**config.mk**
```make
export PLATFORM = sky130hd
export DESIGN_NAME = alu_mult_sequencer
export DESIGN_NICKNAME = d
export VERILOG_FILES = /design/src/rtl/alu_mult_sequencer_pkg.sv /design/src/rtl/alu_mult_sequencer.sv
export SDC_FILE = /design/constraint.sdc
export NUM_CORES = 1
export LEC_CHECK = 0
export CAP_MARGIN = 10
export CORE_MARGIN = 2
export CORE_UTILIZATION = 40
export DETAILED_ROUTE_END_ITERATION = 7
export PLACE_DENSITY = 0.7
export SYNTH_ARGS = -nofsm -noshare
export SYNTH_HDL_FRONTEND = slang
export SYNTH_SLANG_ARGS = --single-unit
export TNS_END_PERCENT = 5
```
**constraint.sdc**
```tcl
create_clock -name clk -period 2.4 [get_ports clk]
set_clock_uncertainty 0.15 [all_clocks]
set_input_delay 0.48 -clock clk [delete_from_list [all_inputs] [get_ports clk]]
set_output_delay 0.48 -clock clk [all_outputs]
set_load 0.005 [all_outputs]
```
**src/rtl/alu_mult_sequencer_pkg.sv**
```systemverilog
// Opcode constants shared by the ALU and every controller that drives it.
package alu_mult_sequencer_pkg;

   localparam logic [2:0] OP_ADD = 3'b000;
   localparam logic [2:0] OP_SUB = 3'b001;
   localparam logic [2:0] OP_SLL = 3'b010;
   localparam logic [2:0] OP_SLR = 3'b011;
   localparam logic [2:0] OP_SLT = 3'b100;
   localparam logic [2:0] OP_SEQ = 3'b101;

endpackage

```
**src/rtl/alu_mult_sequencer.sv**
```systemverilog
// Shift-add multiplier that borrows the shared ALU for every arithmetic step;
// product is the low WIDTH bits of multa*multb.
module alu_mult_sequencer
   import alu_mult_sequencer_pkg::*;
#(
   parameter int WIDTH = 8,
   parameter int CNT_W = 4
) (
   input  logic             clk,
   input  logic             reset,
   input  logic             start,
   input  logic [WIDTH-1:0] multa,
   input  logic [WIDTH-1:0] multb,
   output logic             busy,
   output logic             done,
   output logic [WIDTH-1:0] product,
   output logic [WIDTH-1:0] alua,
   output logic [WIDTH-1:0] alub,
   output logic [2:0]       aluop,
   input  logic [WIDTH-1:0] aluout
);

   localparam logic [2:0] S_IDLE = 3'd0;
   localparam logic [2:0] S_TEST = 3'd1;
   localparam logic [2:0] S_ADD  = 3'd2;
   localparam logic [2:0] S_SHL  = 3'd3;
   localparam logic [2:0] S_SHR  = 3'd4;
   localparam logic [2:0] S_DONE = 3'd5;

   logic [2:0]       state_reg,  state_next;
   logic [WIDTH-1:0] acc_reg,    acc_next;
   logic [WIDTH-1:0] mcand_reg,  mcand_next;
   logic [WIDTH-1:0] mplier_reg, mplier_next;
   logic [CNT_W-1:0] iter_reg,   iter_next;

   always_comb begin
      state_next  = state_reg;
      acc_next    = acc_reg;
      mcand_next  = mcand_reg;
      mplier_next = mplier_reg;
      iter_next   = iter_reg;
      alua        = '0;
      alub        = '0;
      aluop       = OP_ADD;
      case (state_reg)
         S_IDLE, S_DONE: begin
            if (start) begin
               mcand_next  = multa;
               mplier_next = multb;
               acc_next    = '0;
               iter_next   = '0;
               state_next  = S_TEST;
            end else begin
               state_next  = S_IDLE;
            end
         end
         S_TEST: begin
            // SEQ against zero: the ALU tells us when the multiplier is exhausted
            aluop = OP_SEQ;
            alua  = mplier_reg;
            alub  = '0;
            if (aluout == WIDTH'(1) || iter_reg == CNT_W'(WIDTH))
               state_next = S_DONE;
            else if (mplier_reg[0])
               state_next = S_ADD;
            else
               state_next = S_SHL;
         end
         S_ADD: begin
            aluop      = OP_ADD;
            alua       = acc_reg;
            alub       = mcand_reg;
            acc_next   = aluout;
            state_next = S_SHL;
         end
         S_SHL: begin
            aluop      = OP_SLL;
            alua       = mcand_reg;
            alub       = WIDTH'(1);
            mcand_next = aluout;
            state_next = S_SHR;
         end
         S_SHR: begin
            aluop       = OP_SLR;
            alua        = mplier_reg;
            alub        = WIDTH'(1);
            mplier_next = aluout;
            iter_next   = iter_reg + CNT_W'(1);
            state_next  = S_TEST;
         end
         default: state_next = S_IDLE;
      endcase
   end

   always_ff @(posedge clk) begin
      if (reset) begin
         state_reg  <= S_IDLE;
         acc_reg    <= '0;
         mcand_reg  <= '0;
         mplier_reg <= '0;
         iter_reg   <= '0;
      end else begin
         state_reg  <= state_next;
         acc_reg    <= acc_next;
         mcand_reg  <= mcand_next;
         mplier_reg <= mplier_next;
         iter_reg   <= iter_next;
      end
   end

   assign busy    = (state_reg != S_IDLE) && (state_reg != S_DONE);
   assign done    = (state_reg == S_DONE);
   assign product = acc_reg;

endmodule

```
* Yosys cells after proc, flatten, opt, wreduce, memory -nomap -nowiden *
Index checks and enable logic that the tools add are counted.

storage, ports and cells
  flip-flop bits (word level) = 31
  input port bits = 27
  output and inout port bits = 29

cells by class
  add/subtract/negate cells = 1
  equality and inequality tests = 9
  multiplexer cells = 15
  reductions and logical operators = 13

operator list
  cell                 number
  $pmux 8 s2           4
  $mux 8               3
  $pmux 8 s3           1
  $pmux 3 s5           1
  $pmux 3 s3           1
  $eq 8x1->1 const B   1
  $pmux 4 s2           1
  $eq 3x2->1 const B   2
  $eq 3x3->1 const B   2
  $reduce_and 2->1     3
  $reduce_bool 2->1    3
  $reduce_or 2->1      3
  $add 4x1->4 const B  1
  $eq 4x4->1 const B   1
  $mux 4               1
  $eq 3x1->1 const B   1
  $logic_not 3->1      1
  $mux 3               1
  $ne 3x3->1 const B   1
  $reduce_bool 3->1    1
  $mux 1               2
  $ne 2x2->1 const B   1
  $logic_and 1x1->1    1
  $logic_or 1x1->1     1

* Longest topological paths before layout *
Gate-level depths: netlist (run 1).

  word-level depth = 4
  depth in mapped cells = 7
  gate-level depth less buffers = 4

* Worst setup path after synthesis (run 1) *
Ideal clock, no wire load.

  path kind = reg2out
  start = register state_reg[2]
  end = output port alub[1]
  arrival = 1,273 ps
  required time = 1,770 ps
  slack = 497 ps
  stages on the path, launching flop included = 7
  path buffers = 3
  path through = dfxtp_1 > buf_6 > nand2b_1 > buf_2 > nor2_2 > clkbuf_1 > and2_1

on the way
  cells in the longest elaborated chain, start to end = 3
  elaborated cells between the ends (all ways) = 5
  those cells by class = 3 x eq/ne; 1 x mux; 1 x reduce/logical

ends and longest elaborated chain
  item                                      RTL line                   RTL
  start, declared                           alu_mult_sequencer.sv:30   logic [2:0] state_reg, state_next;
  start signal, assigned                    alu_mult_sequencer.sv:103  state_reg <= state_next;
  $eq 3x3->1 or $eq 3x2->1 (tied branches)  alu_mult_sequencer.sv:45   case (state_reg)
  $reduce_or 2->1 (no line)                 -
  $pmux 8 s2 (*)                            alu_mult_sequencer.sv:45
  end, declared                             alu_mult_sequencer.sv:18   output logic [WIDTH-1:0] alub,

Mark *: on every way between the ends. The rest lies on a longest branch, timed or not.

* Worst setup path after layout (run 1) *
  start = register state_reg[2]
  end = output port aluop[1]

on the way
  cells in the longest elaborated chain, start to end = 2
  elaborated cells between the ends (all ways) = 4
  those cells by class = 3 x eq/ne; 1 x mux

ends and longest elaborated chain
  item                                      RTL line                  RTL
  $eq 3x3->1, or another cell as far along  alu_mult_sequencer.sv:45
  $pmux 3 s3 (*)                            alu_mult_sequencer.sv:45
  end, declared                             alu_mult_sequencer.sv:19  output logic [2:0] aluop,

Marked as above.

==> Implementation_results.wiki, run 1 <==
{| class="wikitable"
! Metric !! Value
|-
| Register-to-register path setup slack || 0.59 ns
|-
| Worst Hold Slack || 0.349 ns
|-
| H-Tree Depth || 2
|-
| Hold Path Cell Cnt || 1
|-
| Clock network fraction of total power || 0.312
|-
| Capturing element type of the critical path || output pin
|-
| Maxcap violations || 0
|-
| Ports placed on the boundary || 56
|-
| FF-to-FF End || product[7]
|-
| Count of flip-flops with a built-in enable after synthesis || 0
|-
| Mean instance size in the synthesized netlist || 8.33 um^2
|-
| Hold Vio Cnt, Final || 0
|-
| Maximum number of pins on one net before global-route repair || 18
|-
| Global-route total usage across every layer || 0.208
|-
| Vias in the first global route || 1,671
|-
| Routed Wire Length || 5130 um
|-
| Detailed Route Iter0 Violations || 82
|-
| Initial standard-cell utilization of the core || 0.417
|-
| Asr flop ratio synth || 0
|-
| Synth Net Count || 247
|-
| Number of placement rows || 24
|-
| Sequential cell area fraction in the yosys report || 0.342
|-
| Insertion delay to the later sink of the worst-skew pair || 0.29 ns
|-
| Number of buffers inserted for hold repair after clock tree synthesis || 0
|-
| Net switching power of the design || 515 uW
|-
| Die area || 5100 um^2
|-
| Final count of pins violating max slew || 0
|-
| Post-route cell area || 2630 um^2
|-
| Clock tree from TritonCTS || built
|-
| Combined area of all synthesized cells || 1820 um^2
|-
| Beginning of the worst hold path || iter_reg[3]
|-
| Sequential power share || 0.363
|-
| Number of detailed-routing iterations run before antenna repair || 4
|-
| Slew at the pin with the worst max-slew slack || 0.483 ns
|-
| Max incr delay on CP || 0.50 ns
|-
| Share of cells above drive strength 1 || 0.220
|-
| Antenna diode count || 0
|-
| Total via count in the routed design || 1,798
|-
| Count of endpoints failing setup in the final report || 0
|-
| Post-layout net count || 310
|-
| Post-synth cell types || 42
|-
| GPL Wtd Cong || 0.799
|-
| Final worst-path cycle share || 0.986
|-
| Gate count of the mapped netlist || 218
|-
| Area contributors post-synth || sky130_fd_sc_hd__dfxtp_1 34%, sky130_fd_sc_hd__nor2_1 8.9%, sky130_fd_sc_hd__nor4_2 7.6%, sky130_fd_sc_hd__nor3_2 5.5%, sky130_fd_sc_hd__mux2i_1 5.0%
|-
| Slowest cell on the critical path || sky130_fd_sc_hd__clkdlybuf4s50_1
|-
| Final period demand of the worst path || 2.37 ns
|-
| Clock Sink Count || 31
|-
| Biggest area consumer among synthesized cells || sky130_fd_sc_hd__dfxtp_1
|-
| Data arrival time of the critical path || 1.74 ns
|-
| Vias per Instance || 5.38
|-
| Kind of start point of the critical path || flop
|-
| CP required || 1.77 ns
|-
| Global-route wire length before repair || 8230 um
|-
| Width of the die || 71.4 um
|-
| RSZ-0062 raised after global routing || yes
|-
| Area of the multi-input gates || 1080 um^2
|-
| Input/output buffers || 55
|-
| Clk buf depth || 2
|-
| CTS Buf Count || 5
|-
| Routed length per instance || 15.3 um
|-
| Cell class contributing the biggest share of worst-path delay || simple AND/OR/NAND/NOR gates
|-
| Growth of design area from synthesis to finish || 44.7%
|-
| Peak Freq || 423 MHz
|-
| Number of fill cells || 405
|-
| Buffer type at the clock tree root || sky130_fd_sc_hd__clkbuf_8
|-
| Part of the power in combinational logic || 0.326
|-
| Half-perimeter wire length of the detailed placement result || 3600 um
|-
| Register area || 627 um^2
|-
| Source of the critical timing path || state_reg[2]
|-
| Detail Route Antenna Nets || 0
|-
| Classification of the worst-slack hold path || flop to flop
|-
| Crit-path cells || nand2b_1, or2_2, nand2_1, clkdlybuf4s50_1
|-
| Std-Cell Core Area || 4350 um^2
|-
| Vertical die dimension || 71.4 um
|-
| Clock transition at the registers of the reported paths || 0.06 ns
|-
| Number of warnings issued by yosys || 0
|-
| Most used flip-flop cell after synthesis || sky130_fd_sc_hd__dfxtp_1
|-
| Number of flip-flops and latches in the synthesized netlist || 31
|-
| Worst hold path endpoint || iter_reg[3]
|-
| Crit Reg-Reg Startpoint || state_reg[1]
|-
| Crit-path max FO || 10
|-
| Fraction of synthesized cell area taken by the top area cell type || 0.342
|-
| Critical path class || flop to output pin
|-
| Result of the run || finished clean
|-
| P_int || 1200 uW
|-
| Post-route setup TNS || 0 ns
|-
| Initial antenna violation count || 0
|-
| Switching part of the total power || 0.299
|-
| Slew margin rel. || 0.677
|-
| DRC violation count after routing || 0
|-
| Pwr per Cell Area || 654 nW/um^2
|-
| Gr ovfl total || 0
|-
| Worst Path Buf+Inv || 1
|-
| Placed standard-cell area || 2460 um^2
|-
| Leakage power figure || 0.00107 uW
|-
| Max rail drop VDD || 0.340 mV
|-
| Logic depth of the worst register-to-register path || 5
|}
synth_stat cells (2+ instances only):
| cell | n |
|---|---|
| sky130_fd_sc_hd__nor2_1 | 43 |
| sky130_fd_sc_hd__dfxtp_1 | 31 |
| sky130_fd_sc_hd__nand2_1 | 23 |
| sky130_fd_sc_hd__nor4_2 | 11 |
| sky130_fd_sc_hd__nor3_2 | 10 |
| sky130_fd_sc_hd__o21ai_0 | 10 |
| sky130_fd_sc_hd__mux2i_1 | 9 |
| sky130_fd_sc_hd__a2bb2oi_1 | 8 |
| sky130_fd_sc_hd__nor3_1 | 8 |
| sky130_fd_sc_hd__and2_1 | 7 |
| sky130_fd_sc_hd__buf_2 | 6 |
| sky130_fd_sc_hd__nor4_1 | 5 |
| sky130_fd_sc_hd__buf_4 | 4 |
| sky130_fd_sc_hd__clkbuf_1 | 4 |
| sky130_fd_sc_hd__inv_1 | 4 |
| sky130_fd_sc_hd__a21oi_1 | 3 |
| sky130_fd_sc_hd__a211oi_1 | 2 |
| sky130_fd_sc_hd__and3_1 | 2 |
| sky130_fd_sc_hd__buf_6 | 2 |
| sky130_fd_sc_hd__ha_1 | 2 |
| sky130_fd_sc_hd__nand2b_1 | 2 |
| sky130_fd_sc_hd__o31ai_1 | 2 |
routing by layer:
layer	GRT usage	up-vias	part of all wire
met3	0.0338	4	0.058
li1	-	889	-
met2	0.348	57	0.51
met4	0.0922	0	0.011
met1	0.264	848	0.43
met5	0	-	0
power by group through the flow:
stage / clock network, uW / registers [uW] / logic, uW
2_1_floorplan: 0 / 617 / 325
3_3_place_gp: 0 / 630 / 543
3_5_place_dp: 0 / 631 / 549
4_1_cts: 546 / 620 / 545
5_1_grt: 568 / 631 / 610
6_report: 536 / 623 / 559
per-stage QoR:
stage | std cells | utilization | setup slack (ns) | total power (uW)
global placement | 323 | 0.565 | 0.178 | 1170
finish | 334 | 0.604 | 0.0334 | 1720
detailed placement | 323 | 0.565 | 0.115 | 1180
global route | 334 | 0.604 | -0.00169 | 1810
CTS | 331 | 0.592 | -0.0425 | 1710
floorplan | 218 | - | 0.497 | 943
cell families (layout without fill, tap and decap cells):
group,after synthesis,in the layout,synth area share
compound gates,31,31,0.120
xor+xnor,2,2,0.0138
fa+ha+maj,2,2,0.0138
buf+inv,22,86,0.0723
flops,31,31,0.342
mux,9,9,0.0496
simple gates,121,121,0.389
layout make-up:
class / count / area share
flip-flops and latches: 31 / 0.238
clock buffers: 6 / 0.0314
multi-input cells: 165 / 0.413
inverters: 4 / 0.00571
clock inverters: 2 / 0.0133
well taps: 52 / 0.0248
repair buffers: 74 / 0.274
repair_timing:
| action | CTS | global route |
|---|---|---|
| pin swaps | 0 | 2 |
| setup endpoints to repair | 17 | 12 |
| setup buffers | 0 | 3 |
| gates resized for setup | 8 | 9 |
layout by cell type, fill, tap and decap left out, drive strengths merged, types with 3 or more instances in the layout:
cell type / instances
dlymetal6s2s: 3
dlygate4sd2: 5
clkdlybuf4s50: 47
a2bb2oi: 8
clkbuf: 7
buf: 18
nor2: 45
o21ai: 10
and2: 7
a21oi: 3
inv: 4
nand2: 23
nor4: 16
nor3: 18
dfxtp: 31
mux2i: 9
worst max path at each step:
stage | to | cells after the start
floorplan | alub[1] | 6
global placement | alua[3] | 6
detailed placement | alua[3] | 6
CTS | alua[5] | 6
global route | aluop[1] | 4
finish | aluop[1] | 4
Note: power is estimated with default switching activity, not from simulation.
==> run 2: changes to the inputs <==
- GPL_ROUTABILITY_DRIVEN: not set -> 0
- PLACE_DENSITY: 0.7 -> 0.73
- clock period: 2.4 -> 2.1 ns (I/O delays scaled with it)
==> run 2 against run 1 <==
Net effect:
- the flow now finishes with violations (setup timing)
- first-iteration DRC count grew 45%
- final area grew 2.2%
- global-route usage grew 1.4 points
- combinational power grew 18%
- non-clock buffer count grew 17
- final cell count grew 4.8%
==> Implementation_results.wiki, run 2 (synthesis gave the netlist of run 1 again) <==
{| class="wikitable"
! Metric !! Value
|-
| CTS Buf Count || 5
|-
| Number of buffers inserted for hold repair after clock tree synthesis || 0
|-
| Total via count in the routed design || 1,869
|-
| Violated checks || setup timing
|-
| Post-layout net count || 327
|-
| Half-perimeter wire length of the detailed placement result || 4090 um
|-
| Slew margin rel. || 0.661
|-
| Hold Vio Cnt, Final || 0
|-
| Clock Sink Count || 31
|-
| Final count of pins violating max slew || 0
|-
| Worst Hold Slack || 0.359 ns
|-
| Detailed Route Iter0 Violations || 119
|-
| Detail Route Antenna Nets || 0
|-
| Insertion delay to the later sink of the worst-skew pair || 0.28 ns
|-
| Source of the critical timing path || state_reg[0]
|-
| Number of detailed-routing iterations run before antenna repair || 4
|-
| Gr ovfl total || 0
|-
| Share of cells above drive strength 1 || 0.265
|-
| Global-route wire length before repair || 8810 um
|-
| Clk buf depth || 2
|-
| Classification of the worst-slack hold path || flop to flop
|-
| Antenna diode count || 0
|-
| RSZ-0062 raised after global routing || yes
|-
| Maximum number of pins on one net before global-route repair || 15
|-
| Std-Cell Core Area || 4350 um^2
|-
| Library cell appearing most often on the critical path || sky130_fd_sc_hd__buf_4
|-
| Routed Wire Length || 5470 um
|-
| Clock tree from TritonCTS || built
|-
| Capturing element type of the critical path || output pin
|-
| Vias per Instance || 5.34
|-
| Most frequent cells in the layout || 43 x sky130_fd_sc_hd__nor2_1, 42 x sky130_fd_sc_hd__clkdlybuf4s50_1, 35 x sky130_fd_sc_hd__buf_4, 28 x sky130_fd_sc_hd__dfxtp_1, 23 x sky130_fd_sc_hd__nand2_1
|-
| Pwr per Cell Area || 690 nW/um^2
|-
| Global-route total usage across every layer || 0.222
|-
| Crit-path max FO || 7
|-
| DRC violation count after routing || 0
|-
| Post-layout worst setup margin || -0.192 ns
|-
| Max rail drop VDD || 0.387 mV
|-
| Final period demand of the worst path || 2.29 ns
|-
| Result of the run || finished with violations
|-
| Ports placed on the boundary || 56
|-
| Crit Reg-Reg Startpoint || state_reg[0]
|-
| Leakage power figure || 0.00115 uW
|-
| Count of endpoints failing setup in the final report || 8
|-
| Vertical die dimension || 71.4 um
|-
| Worst Path Buf+Inv || 3
|-
| Routed length per instance || 15.6 um
|-
| CP required || 1.53 ns
|-
| Slowest cell on the critical path || sky130_fd_sc_hd__clkdlybuf4s50_1
|-
| Final worst-path cycle share || 1.09
|-
| Width of the die || 71.4 um
|-
| Cell class contributing the biggest share of worst-path delay || buffers and inverters
|-
| H-Tree Depth || 2
|-
| Buffer type at the clock tree root || sky130_fd_sc_hd__clkbuf_8
|-
| Input/output buffers || 55
|-
| Most frequent standard cell in the layout excluding fill and tap cells || sky130_fd_sc_hd__nor2_1
|-
| Maxcap violations || 0
|-
| Crit-path cells || buf_4, nor2_2, buf_4, and2_1, clkdlybuf4s50_1
|-
| Critical path class || flop to output pin
|-
| Slew at the pin with the worst max-slew slack || 0.502 ns
|-
| Initial antenna violation count || 0
|-
| Final Power || 1850 uW
|-
| Data arrival time of the critical path || 1.72 ns
|-
| Initial standard-cell utilization of the core || 0.417
|-
| Number of placement rows || 24
|-
| Clock transition at the registers of the reported paths || 0.07 ns
|-
| Max incr delay on CP || 0.49 ns
|-
| Peak Freq || 436 MHz
|-
| Beginning of the worst hold path || iter_reg[3]
|-
| Vias in the first global route || 1,893
|-
| Growth of design area from synthesis to finish || 47.9%
|-
| Kind of start point of the critical path || flop
|-
| Die area || 5100 um^2
|}
-- run 2: worst paths after layout --
path	endpoint	slack, ns	cells past startpoint
worst max-delay path	alub[1]	-0.19	5
worst min-delay path	iter_reg[3]	0.36	1
worst min register to register	iter_reg[3]	0.36	1
worst max register to register	mplier_reg[5]	0.34	6
-- run 2: cell type report --
| class | count | area, um^2 |
|---|---|---|
| Clock inverter | 1 | 5.00 |
| Fill cell | 386 | 1670 |
| Timing Repair Buffer | 91 | 816 |
| Multi-Input combinational cell | 165 | 1070 |
| Inverter | 4 | 15.0 |
| Sequential cell | 31 | 632 |
| Tap cell | 52 | 65.1 |
| Clock buffer | 6 | 82.6 |
-- run 2: timing repair --
action | CTS | global route
endpoints found under the hold margin | 0 | 0
buffers inserted | 0 | 0
resized for setup | 11 | 22
endpoints found under the setup margin | 21 | 20
-- run 2: metrics by stage --
| step | std cells | worst slack (ns) | utilization | TNS, ns | area, um^2 |
|---|---|---|---|---|---|
| floorplan | 218 | 0.257 | - | 0 | 1820 |
| CTS | 350 | -0.227 | 0.613 | -1.86 | 2670 |
| global route | 350 | -0.284 | 0.617 | -1.88 | 2690 |
| finish | 350 | -0.192 | 0.617 | -1.30 | 2690 |
| detailed placement | 343 | -0.0898 | 0.594 | -0.159 | 2590 |
| global placement | 343 | -0.0125 | 0.594 | -0.0125 | 2590 |
-- run 2: power by group --
part	switching [uW]	leakage (uW)	total (uW)	internal [uW]
sequential	59.8	0.000256	715	655
clock	225	0.0000470	482	257
combinational	307	0.000844	658	351
total	592	0.00115	1850	1260
-- run 2: per-layer routing --
metal / vias up / global-route usage / share of wire
met5: - / 0 / 0
met4: 0 / 0.0943 / 0.029
met3: 13 / 0.0549 / 0.057
met2: 72 / 0.356 / 0.48
met1: 862 / 0.285 / 0.43
li1: 922 / - / -
